[config.mk]
export PLATFORM = sky130hd
export DESIGN_NAME = uart_rx
export DESIGN_NICKNAME = d
export VERILOG_FILES = /design/src/rtl/uart_rx.sv
export SDC_FILE = /design/constraint.sdc
export NUM_CORES = 1
export LEC_CHECK = 0
export BUFFER_PORTS_ARGS = -buffer_cell sky130_fd_sc_hd__buf_2
export CORE_ASPECT_RATIO = 1.4
export CORE_UTILIZATION = 40
export DETAILED_ROUTE_END_ITERATION = 12
export GPL_TIMING_DRIVEN = 1
export PLACE_DENSITY = 0.58
export SYNTH_ARGS = -nofsm -noshare
export SYNTH_HDL_FRONTEND = slang
export SYNTH_SLANG_ARGS = --single-unit
[constraint.sdc]
create_clock -name clk -period 6.4 [get_ports clk]
set_clock_uncertainty 0.1 [all_clocks]
set_input_delay 0.32 -clock clk [delete_from_list [all_inputs] [get_ports clk]]
set_output_delay 0.32 -clock clk [all_outputs]
set_load 0.05 [all_outputs]
[src/rtl/uart_rx.sv]
// uart_rx: 16x-oversampled 8N1 receiver (8E1 when UART_RX_PARITY_EN is defined) feeding a FIFO read at I/O 0xE8/0xE9.
// rx_avail rises 1 clk after the stop sample; a pop lands 3 clk after rd_n rises; a push into a full FIFO is dropped and sets overrun.
module uart_rx #(
   parameter int CLK_HZ     = 27_000_000,
   parameter int BAUD       = 115200,
   parameter int DEPTH_LOG2 = 3
) (
   input  logic       clk,
   input  logic       CRST,
   input  logic       rx,
   input  logic [7:0] addr,
   input  logic       rd_n,
   output logic [7:0] dout,
   output logic       rx_avail
);
   localparam int DIV   = (CLK_HZ + BAUD * 8) / (BAUD * 16);
   localparam int TW    = $clog2(DIV + 1);
   localparam int DEPTH = 1 << DEPTH_LOG2;

   typedef enum logic [2:0] {
      S_IDLE,
      S_START,
      S_DATA,
`ifdef UART_RX_PARITY_EN
      S_PARITY,
`endif
      S_STOP,
      S_WAIT_HIGH
   } state_t;

   state_t              state_q;
   logic [TW-1:0]       tick_q;
   logic [3:0]          ph_q;
   logic [2:0]          bit_q;
   logic [7:0]          shift_q;
   logic                perr_q, push_q, ferr_set_q;
   logic                rx_m_q, rx_s_q, rx_p_q, rd_m_q, rd_s_q, rd_p_q;
   logic                frame_err_q, overrun_q, par_err;
   logic [DEPTH_LOG2:0] wr_ptr_q, rd_ptr_q, wr_ptr_d, rd_ptr_d;
   logic [7:0]          mem [DEPTH];
   logic                tick, mid_bit, rx_fall, rd_rise, sel_dat, sel_sts;
   logic                empty, full, pop, push_ok, clr, ovr_set;
   logic [7:0]          status;

   always_ff @(posedge clk or negedge CRST) begin
      if (!CRST) begin
         {rx_m_q, rx_s_q, rx_p_q, rd_m_q, rd_s_q, rd_p_q} <= '1;
      end else begin
         rx_m_q <= rx;
         rx_s_q <= rx_m_q;
         rx_p_q <= rx_s_q;
         rd_m_q <= rd_n;
         rd_s_q <= rd_m_q;
         rd_p_q <= rd_s_q;
      end
   end

   assign rx_fall = rx_p_q & ~rx_s_q;
   assign rd_rise = rd_s_q & ~rd_p_q;
   assign tick    = (tick_q == TW'(DIV - 1));
   assign mid_bit = tick && (ph_q == 4'd15);

`ifdef UART_RX_PARITY_EN
   logic perr_set_q, par_err_q;
`endif

   always_ff @(posedge clk or negedge CRST) begin
      if (!CRST) begin
         state_q    <= S_IDLE;
         tick_q     <= '0;
         ph_q       <= '0;
         bit_q      <= '0;
         shift_q    <= '0;
         perr_q     <= 1'b0;
         push_q     <= 1'b0;
         ferr_set_q <= 1'b0;
`ifdef UART_RX_PARITY_EN
         perr_set_q <= 1'b0;
`endif
      end else begin
         push_q     <= 1'b0;
         ferr_set_q <= 1'b0;
`ifdef UART_RX_PARITY_EN
         perr_set_q <= 1'b0;
`endif
         tick_q <= tick ? '0 : tick_q + 1'b1;
         if (tick) ph_q <= ph_q + 4'd1;
         case (state_q)
            S_IDLE: if (rx_fall) begin
               // Re-phase the oversampler so tick 8 lands mid start bit.
               tick_q  <= '0;
               ph_q    <= '0;
               state_q <= S_START;
            end
            S_START: if (tick && ph_q == 4'd7) begin
               ph_q    <= '0;
               bit_q   <= '0;
               state_q <= rx_s_q ? S_IDLE : S_DATA;
            end
            S_DATA: if (mid_bit) begin
               shift_q <= {rx_s_q, shift_q[7:1]};
               bit_q   <= bit_q + 3'd1;
               if (bit_q == 3'd7) begin
                  perr_q <= 1'b0;
`ifdef UART_RX_PARITY_EN
                  state_q <= S_PARITY;
`else
                  state_q <= S_STOP;
`endif
               end
            end
`ifdef UART_RX_PARITY_EN
            S_PARITY: if (mid_bit) begin
               perr_q  <= (^shift_q) ^ rx_s_q;
               state_q <= S_STOP;
            end
`endif
            S_STOP: if (mid_bit) begin
`ifdef UART_RX_PARITY_EN
               perr_set_q <= perr_q;
`endif
               if (!rx_s_q) begin
                  ferr_set_q <= 1'b1;
                  state_q    <= S_WAIT_HIGH;
               end else begin
                  push_q  <= ~perr_q;
                  state_q <= S_IDLE;
               end
            end
            S_WAIT_HIGH: if (rx_s_q) state_q <= S_IDLE;
            default: state_q <= S_IDLE;
         endcase
      end
   end

   assign sel_dat  = (addr == 8'hE8);
   assign sel_sts  = (addr == 8'hE9);
   assign empty    = (wr_ptr_q == rd_ptr_q);
   assign full     = (wr_ptr_q[DEPTH_LOG2-1:0] == rd_ptr_q[DEPTH_LOG2-1:0]) &&
                     (wr_ptr_q[DEPTH_LOG2] != rd_ptr_q[DEPTH_LOG2]);
   assign pop      = rd_rise & sel_dat & ~empty;
   assign push_ok  = push_q & (~full | pop);
   assign ovr_set  = push_q & full & ~pop;
   assign clr      = rd_rise & sel_sts;
   assign wr_ptr_d = wr_ptr_q + {{DEPTH_LOG2{1'b0}}, push_ok};
   assign rd_ptr_d = rd_ptr_q + {{DEPTH_LOG2{1'b0}}, pop};

   always_ff @(posedge clk) begin
      if (push_ok) mem[wr_ptr_q[DEPTH_LOG2-1:0]] <= shift_q;
   end

   always_ff @(posedge clk or negedge CRST) begin
      if (!CRST) begin
         wr_ptr_q    <= '0;
         rd_ptr_q    <= '0;
         frame_err_q <= 1'b0;
         overrun_q   <= 1'b0;
      end else begin
         wr_ptr_q <= wr_ptr_d;
         rd_ptr_q <= rd_ptr_d;
         // A set in the same cycle as a status-read clear must win.
         if (clr) begin
            frame_err_q <= 1'b0;
            overrun_q   <= 1'b0;
         end
         if (ferr_set_q) frame_err_q <= 1'b1;
         if (ovr_set)    overrun_q   <= 1'b1;
      end
   end

`ifdef UART_RX_PARITY_EN
   always_ff @(posedge clk or negedge CRST) begin
      if (!CRST)           par_err_q <= 1'b0;
      else if (perr_set_q) par_err_q <= 1'b1;
      else if (clr)        par_err_q <= 1'b0;
   end
   assign par_err = par_err_q;
`else
   assign par_err = 1'b0;
`endif

   assign rx_avail = ~empty;
   assign status   = {4'b0000, par_err, overrun_q, frame_err_q, rx_avail};

   always_comb begin
      dout = 8'hFF;
      if (sel_dat)      dout = empty ? 8'h00 : mem[rd_ptr_q[DEPTH_LOG2-1:0]];
      else if (sel_sts) dout = status;
   end
endmodule

Word level (Yosys, flattened, before mapping)
Memory sizes are Yosys's and may differ from the RTL's.
Index checks and enable logic that the tools add are counted.
{"block": "op_classes", "add_sub_neg": 5, "eq_ne": 19, "mux": 33, "bitwise_logic": 14, "n_reduce_logical": 10}
{"cell": "$mux 3", "n": 9}
{"cell": "$mux 4", "n": 6}
{"cell": "$mux 8", "n": 3}
{"cell": "$eq 8x8->1 const B", "n": 2}
{"cell": "$pmux 3 s5", "n": 1}
{"cell": "$ne 2x2->1 const B", "n": 6}
{"cell": "$mux 1", "n": 11}
{"cell": "$add 4x1->4", "n": 2}
{"cell": "$add 4x1->4 const B", "n": 2}
{"cell": "$and 1x1->1", "n": 8}
{"cell": "$eq 4x4->1 const B", "n": 2}
{"cell": "$pmux 4 s2", "n": 1}
{"cell": "$eq 3x2->1 const B", "n": 2}
{"cell": "$eq 3x3->1 const B", "n": 2}
{"cell": "$pmux 3 s2", "n": 1}
{"cell": "$reduce_and 6->1", "n": 1}
{"cell": "$reduce_bool 2->1", "n": 3}
{"cell": "$not 1->1", "n": 5}
{"cell": "$eq 4x3->1 const B", "n": 1}
{"cell": "$eq 4x4->1", "n": 1}
{"cell": "$add 3x1->3 const B", "n": 1}
{"cell": "$eq 3x1->1 const B", "n": 1}
{"cell": "$eq 3x3->1", "n": 1}
{"cell": "$logic_and 1x1->1", "n": 3}
{"cell": "other kinds (6)", "n": 6}
{"block": "totals", "register_bits": 40, "ram_bits": 64, "input_bits": 12, "output_inout_bits": 9, "elab_cells": 99, "memories": 1}
{"memory": "mem", "words": 8, "word_bits": 8, "read_ports": 1, "rd_clocked_by_memory_dff": 0, "wr": 1, "line": "40", "rtl": "logic [7:0] mem [DEPTH];"}

Logic depth before layout (Yosys ltp)
Gate-level depths: netlist of the first run.
{"block": "depth", "word_depth": 8, "mapped_depth": 8}

Worst setup path after synthesis of the first run
No wires, ideal clock.
{"block": "synth_path", "kind": "reg-to-output", "startpoint": "register rd_ptr_q[0]", "endpoint": "output port dout[3]", "t_arrival_ns": 2.558, "path_slack_ns": 3.422, "stages_incl_launch_ff": 6, "path_buffers": 1, "path_cell_list": "dfrtp_1 buf_2 xnor2_1 nand4_1 nand2b_1 o21ai_0"}
{"block": "synth_via", "elab_chain_cells": 3, "word_cells_on_any_way": 4, "classes_between": "1 x eq/ne; 2 x mux; 1 x memory"}
{"item": "start: declaration", "line": "39", "rtl": "logic [DEPTH_LOG2:0] wr_ptr_q, rd_ptr_q, wr_ptr_d, rd_ptr_d;"}
{"item": "start signal: assignment", "line": "160", "rtl": "rd_ptr_q <= rd_ptr_d;"}
{"item": "$mem_v2 8x8 or $eq 4x4->1 (tied branches)"}
{"item": "$mux 8 (*) (2 in a row)", "line": "187", "rtl": "if (sel_dat) dout = empty ? 8'h00 : mem[rd_ptr_q[DEPTH_LOG2-1:0]];"}
{"item": "end: declaration", "line": "13", "rtl": "output logic [7:0] dout,"}
Every way passes the cells marked *; elsewhere a longest branch is shown, timed or not.

Worst setup path after layout of the first run
{"block": "layout_path", "startpoint": "register rd_ptr_q[2]", "endpoint": "output port dout[5]"}
The elaborated chain is that of the path after synthesis.

==> summary.md, run 1 <==
| Metric | Value |
|---|---|
| Initial core utilization | 41.7% |
| Clock root buffer | clkbuf_16 |
| Worst skew pair latency | 350 ps |
| Die W | 90.2 um |
| # fillers | 916 |
| Worst setup path startpoint | rd_ptr_q[2] |
| Share of layout cells above drive strength 1 | 27.2% |
| Vias in the first global route | 2,319 |
| DP Wirelength | 5.40 mm |
| Area of the multi-input gates | 1370 um2 |
| Adder-cell share of the synthesized area | 2.01% |
| Post-Synthesis Cell Area | 4360 um2 |
| Largest net degree at the start of global routing | 41 |
| Clk sinks | 104 |
| Worst-path clk slew | 70 ps |
| Register area | 2930 um2 |
| Post-DRT Antenna Nets | 0 |
| RSZ-0062 raised after global routing | no |
| Global-route wire length before repair | 12.9 mm |
| Rows | 44 |
| TritonCTS clock tree | built |
| Area grow syn2layout | 12.7% |
| Clock power frac | 39.2% |
| Startpoint Class | register |
| Max cap viols | 0 |
| Library cells used by synthesis | 43 |
| Drt first-iter violations | 123 |
| Setup tns final | 0 ps |
| Simple-Gate Fraction of Synth Area | 8.35% |
| Worst Path Required | 5980 ps |
| Critical Path AT | 2360 ps |
| F_max | 0.360 GHz |
| Ant diodes | 0 |
| Core area | 10,500 um2 |
| Asr flop ratio synth | 38.5% |
| Post-Route Utilization | 46.9% |
| Psw | 280 uW |
| Final setup fails | 0 |
| Post-CTS Setup Inserts | 0 |
| Net count of the mapped netlist | 284 |
| Lkg Pwr | 1.90 nW |
| Vias | 2,266 |
| CTS max path bufs | 2 |
| Final hold vios | 0 |
| Main combinational cell family by area after synthesis | multiplexers |
| Pint | 1.05 mW |
| Grt ovf | 0 |
| Commonest cells after routing, fill and taps aside | edfxtp_1, dfrtp_1, buf_2 |
| Hold Crit Class | in -> async |
| Post-synthesis compound-gate area fraction | 4.13% |
| Num CTS Buffers | 9 |
| # DRC | 0 |
| Reg power frac | 56.7% |
| Avg Inst Size Synth | 16.4 um2 |
| IO buf count | 20 |
| Synthesized flop and latch total | 104 |
| Slew margin rel. | 26.5% |
| Logic pwr share | 4.2% |
| Fin crit period | 2780 ps |
| Post-synthesis sequential area ratio | 67.2% |
| Via-to-Cell Ratio | 5.29 |
| Worst Max-Slew Pin Slew | 1100 ps |
| # IOs | 21 |
| Post-Route WL | 7.95 mm |
| Routed len/inst | 18.6 um |
| XOR/XNOR share of the synthesized area | 2.41% |
| Total global-route track usage | 15.3% |
| Mux cell area share after synthesis | 13.6% |
| Syn Inst Count | 265 |
| Worst Setup Path Type | reg -> out |
| H-Tree Depth | 3 |
| Critical path peak fanout | 14 |
| Most common cell after layout, fill and taps aside | edfxtp_1 |
| Routability congestion estimate | 0.764 |
| Layout Nets | 304 |
| CP endpoint kind | output port |
| Initial antenna violation count | 0 |
| Post-synth EDFFs | 64 |
| Power per cell area | 271 nW/um2 |
| Tot Pwr | 1.33 mW |
| Top FF cell, synth | edfxtp_1 |
| Switch share | 21.0% |
| DR pass1 iterations | 4 |
| Max Slew Vio Count | 0 |
| YS warnings | 0 |
| IR drop worst, VDD | 0.152 mV |
| Outcome | finished, final reports clean |
| DIE AREA | 11,300 um2 |
| Worst r2r src | rd_ptr_q[2] |
| # resized after CTS | 0 |
| Die H | 126 um |
| Ratio of final minimum period to clock period | 43.5% |
==> Yosys cell counts (6+ instances only) <==
library cell / instances / area (um2)
dfrtp_1: 34 / 851
mux2_4: 8 / 120
nor3_1: 6 / 30.0
xnor2_1: 7 / 61.3
ha_1: 7 / 87.6
o21ai_0: 10 / 50.1
nor2_1: 9 / 33.8
mux4_2: 16 / 360
nor4b_1: 6 / 52.6
edfxtp_1: 64 / 1920
nand2_1: 10 / 37.5
mux2i_1: 10 / 100
clkbuf_1: 6 / 22.5
dfstp_2: 6 / 158
==> state kept, by name, indices dropped and copies added (netlist names) <==
| name | cells |
|---|---|
| push_q | 1 |
| rd_p_q | 1 |
| bit_q | 3 |
| tick_q | 4 |
| rd_s_q | 1 |
| wr_ptr_q | 4 |
| ph_q | 4 |
| ferr_set_q | 1 |
| overrun_q | 1 |
| rx_p_q | 1 |
| rd_m_q | 1 |
| rd_ptr_q | 4 |
| state_q | 3 |
| shift_q | 8 |
| rx_s_q | 1 |
| frame_err_q | 1 |
| rx_m_q | 1 |
| mem | 64 |
==> per-layer routing <==
metal	GRT usage (%)	routed length (um)	up-vias
met2	26.6	4180	41
met3	2.68	225	11
met1	18.4	3380	1148
met4	7.40	165	0
li1	-	-	1066
met5	0	0	-
==> power groups by stage <==
stage / clock [mW] / sequential (mW) / combinational (mW)
after floorplan: 0 / 0.760 / 0.0452
after global placement: 0 / 0.766 / 0.0542
after detailed placement: 0 / 0.767 / 0.0559
after CTS: 0.531 / 0.754 / 0.0569
after global routing: 0.552 / 0.759 / 0.0649
final: 0.521 / 0.754 / 0.0556
==> final cells by class <==
cell class	count	area share, %
Clock buffer	12	5.45
Clock inverter	4	0.357
Inverter	4	0.306
Multi-Input combinational cell	142	27.9
Sequential cell	104	59.7
Tap cell	138	3.52
Timing Repair Buffer	24	2.75
==> metrics by stage <==
stage | setup slack (ps) | cell area [um2] | cells | hold slack (ps)
floorplan | 3420 | 4360 | 265 | -75.6
global placement | 3640 | 4610 | 410 | 246
CTS | 3580 | 4910 | 428 | 40.8
finish | 3620 | 4910 | 428 | 6.42
detailed placement | 3640 | 4610 | 410 | 254
global route | 3470 | 4910 | 428 | 86.3
==> path summary, 6_finish.rpt <==
| kind | endpoint | slack (ps) | cells after the start |
|---|---|---|---|
| min | wr_ptr_q[3] | 6 | 1 |
| min reg2reg | rx_s_q | 260 | 0 |
| max reg2reg | wr_ptr_q[2] | 3680 | 7 |
| max in group asynchronous | shift_q[5] | 5610 | 1 |
| min in group clk | rx_s_q | 260 | 0 |
| max | dout[5] | 3620 | 5 |
==> worst max-delay path, stage by stage, from the launching register on <==
cell and delay, ps:
dfrtp_1 780, xnor2_1 190, nand4_1 170, nand2b_1 240, o21ai_0 320, buf_2 320
==> kinds of logic after synthesis <==
group	count (synthesis)
adders and majority gates	7
DFF	104
muxes	35
AOI/OAI and AO/OA	27
buffers and inverters	19
xor gates and xnor gates	12
and+or+nand+nor	61
==> repair_timing <==
| action | CTS | global route |
|---|---|---|
| hold buffers | 2 | 0 |
| hold endpoints to repair | 2 | 0 |
| setup endpoints to repair | 0 | 0 |
(Power assumes the default switching activity.)
==> inputs of run 2 (changes only) <==
Clock period 6.4 ns to 2.6 ns, I/O delays scaled along.
==> run 2 against run 1 <==
Net effect:
- register-to-register slack worse by 3300 ps
- routed wire length is 1.4% lower
- largest cell class unchanged
- sequential power is 150% higher
- die area stayed put
- worst setup slack worse by 3500 ps
- flip-flop and latch count stayed put
- core utilization is 1.4 points higher
- power grew to 2.5 times the previous value
- final area is 2.9% higher
- combinational power grew to 2.6 times the previous value
- global-route usage is 0.26 points lower
- non-clock buffer count is 16 higher
==> summary.md, run 2 (same netlist as run 1, synthesis figures left out) <==
| Metric | Value |
|---|---|
| Outcome | finished, final reports clean |
| Post-Route WL | 7.83 mm (-1.4%) |
| Worst Path Required | 2370 ps (-3610 ps) |
| Core area | 10,500 um2 (unchanged) |
| IO buf count | 20 (unchanged) |
| Ratio of final minimum period to clock period | 93.5% |
| Drt first-iter violations | 78 (-37%) |
| Die W | 90.2 um (unchanged) |
| Clock root buffer | clkbuf_16 |
| WP buf/inv | 2 (+1) |
| Worst Max-Slew Pin Slew | 960 ps (-140 ps) |
| Post-route setup slack | 168 ps (-3450 ps) |
| H-Tree Depth | 3 (unchanged) |
| Tot Pwr | 3.34 mW (+150%) |
| DR pass1 iterations | 4 (unchanged) |
| Initial antenna violation count | 0 (unchanged) |
| Global-route wire length before repair | 12.8 mm (-0.11%) |
| CP endpoint kind | output port |
| Largest net degree at the start of global routing | 41 (unchanged) |
| Routed len/inst | 17.6 um (-5.0%) |
| Fin crit period | 2430 ps |
| Via-to-Cell Ratio | 5.29 (about the same) |
| Crit-path cells | buf_6 > mux4_2 > mux2i_1 > o211ai_1 > buf_2 |
| Power per cell area | 661 nW/um2 (+140%) |
| RSZ-0062 raised after global routing | no |
| Vias in the first global route | 2,413 (+4.1%) |
| Hold Crit Class | in -> reg |
| Total global-route track usage | 15.1% (-0.26 points) |
| Post-DRT Antenna Nets | 0 (unchanged) |
| Rows | 44 (unchanged) |
| Register area | 2930 um2 (unchanged) |
| Max cap viols | 0 (unchanged) |
| Crit-path leading delay family | multiplexers |
| Num CTS Buffers | 9 (unchanged) |
| Lkg Pwr | 1.95 nW (+2.6%) |
| Post-Place Setup Slack | 339 ps (-3300 ps) |
| Max stage delay cell, worst path | mux4_2 |
| Vias | 2,350 (+3.7%) |
| CTS max path bufs | 2 (unchanged) |
| Initial core utilization | 41.7% (unchanged) |
| # fillers | 877 (-4.3%) |
| Area of the multi-input gates | 1370 um2 (unchanged) |
| Slew margin rel. | 35.5% (+9.0 points) |
| # IOs | 21 (unchanged) |
| Commonest cells after routing, fill and taps aside | edfxtp_1, dfrtp_1, buf_2 |
| Post-Route Utilization | 48.3% (+1.4 points) |
| # DRC | 0 (unchanged) |
| WHS | 123 ps (+117 ps) |
| Ant diodes | 0 (unchanged) |
| Most common cell after layout, fill and taps aside | edfxtp_1 |
| Critical Path AT | 2200 ps (-160 ps) |
| Clk sinks | 104 (unchanged) |
| Post-CTS Setup Inserts | 0 (unchanged) |
| DP Wirelength | 5.44 mm (+0.68%) |
| Layout Nets | 320 (+5.3%) |
| TritonCTS clock tree | built |
| Routability congestion estimate | 0.720 (-5.7%) |
| Slowest stage delay, CP | 530 ps (-250 ps) |
| F_max | 0.411 GHz |
| Final setup fails | 0 (unchanged) |
| Startpoint Class | register |
| Worst Setup Path Type | reg -> out |
| Die H | 126 um (unchanged) |
| Area grow syn2layout | 15.9% |
| Share of layout cells above drive strength 1 | 30.7% (+3.5 points) |
| Worst skew pair latency | 340 ps (about the same) |
| Critical path peak fanout | 14 (unchanged) |
| Worst-path clk slew | 60 ps (about the same) |
| R2R setup slack | 390 ps (-3290 ps) |
| Grt ovf | 0 (unchanged) |
| IR drop worst, VDD | 0.351 mV (+130%) |
| Setup tns final | 0 ps (unchanged) |
| Final hold vios | 0 (unchanged) |
| Max reg flops | 64 (unchanged) |
| DIE AREA | 11,300 um2 (unchanged) |
| Max Slew Vio Count | 0 (unchanged) |
run 2: tightest hold or removal path, delay by kind of cell:
family | cells | cell delay (ps)
AND/OR/NAND/NOR | 1 | 140
AO/OA/AOI/OAI | 1 | 120
buffers and inverters | 1 | 130
run 2: per-stage QoR:
| stage | std cells | area, um2 |
|---|---|---|
| 6_report | 444 | 5050 |
| 5_1_grt | 444 | 5050 |
| 4_1_cts | 444 | 5050 |
| 3_5_place_dp | 425 | 4720 |
| 3_3_place_gp | 425 | 4720 |
| 2_1_floorplan | 265 | 4360 |
run 2: metal layers:
layer / vias up / wire [um] / track usage (%) / part of all wire [%]
li1: 1102 / - / - / -
met1: 1205 / 3420 / 18.9 / 44
met2: 34 / 4070 / 25.5 / 52
met3: 9 / 239 / 3.35 / 3.1
met4: 0 / 105 / 5.69 / 1.3
met5: - / 0 / 0 / 0
run 2: power breakdown:
part,internal (mW),leakage [nW],switching (mW),total (mW)
registers,1.80,1.20,0.0608,1.86
clock network,0.800,0.143,0.541,1.34
logic,0.0717,0.606,0.0714,0.143
total,2.67,1.95,0.673,3.34
run 2: final timing paths:
path,endpoint,from,cells past startpoint
setup / recovery,dout[1],rd_ptr_q[0],5
hold / removal,frame_err_q,addr[0],3
setup reg to reg,mem[4][5],rd_s_q,3
hold reg to reg,rx_s_q,rx_m_q,0
max in group asynchronous,shift_q[5],CRST,2
min in group asynchronous,state_q[2],CRST,2
run 2: layout make-up:
class	count	area share, %
clock buffers	14	5.22
clock inverters	2	0.743
inverters	4	0.297
multi-input cells	142	27.2
flip-flops and latches	104	58.0
well taps	138	3.42
repair buffers	40	5.17
run 2: what timing repair did:
item                                    in CTS  in global routing
hold buffers                                 3                  0
gates resized for setup                      0                  1
endpoints found under the setup margin       0                  1
endpoints found under the hold margin       36                  0
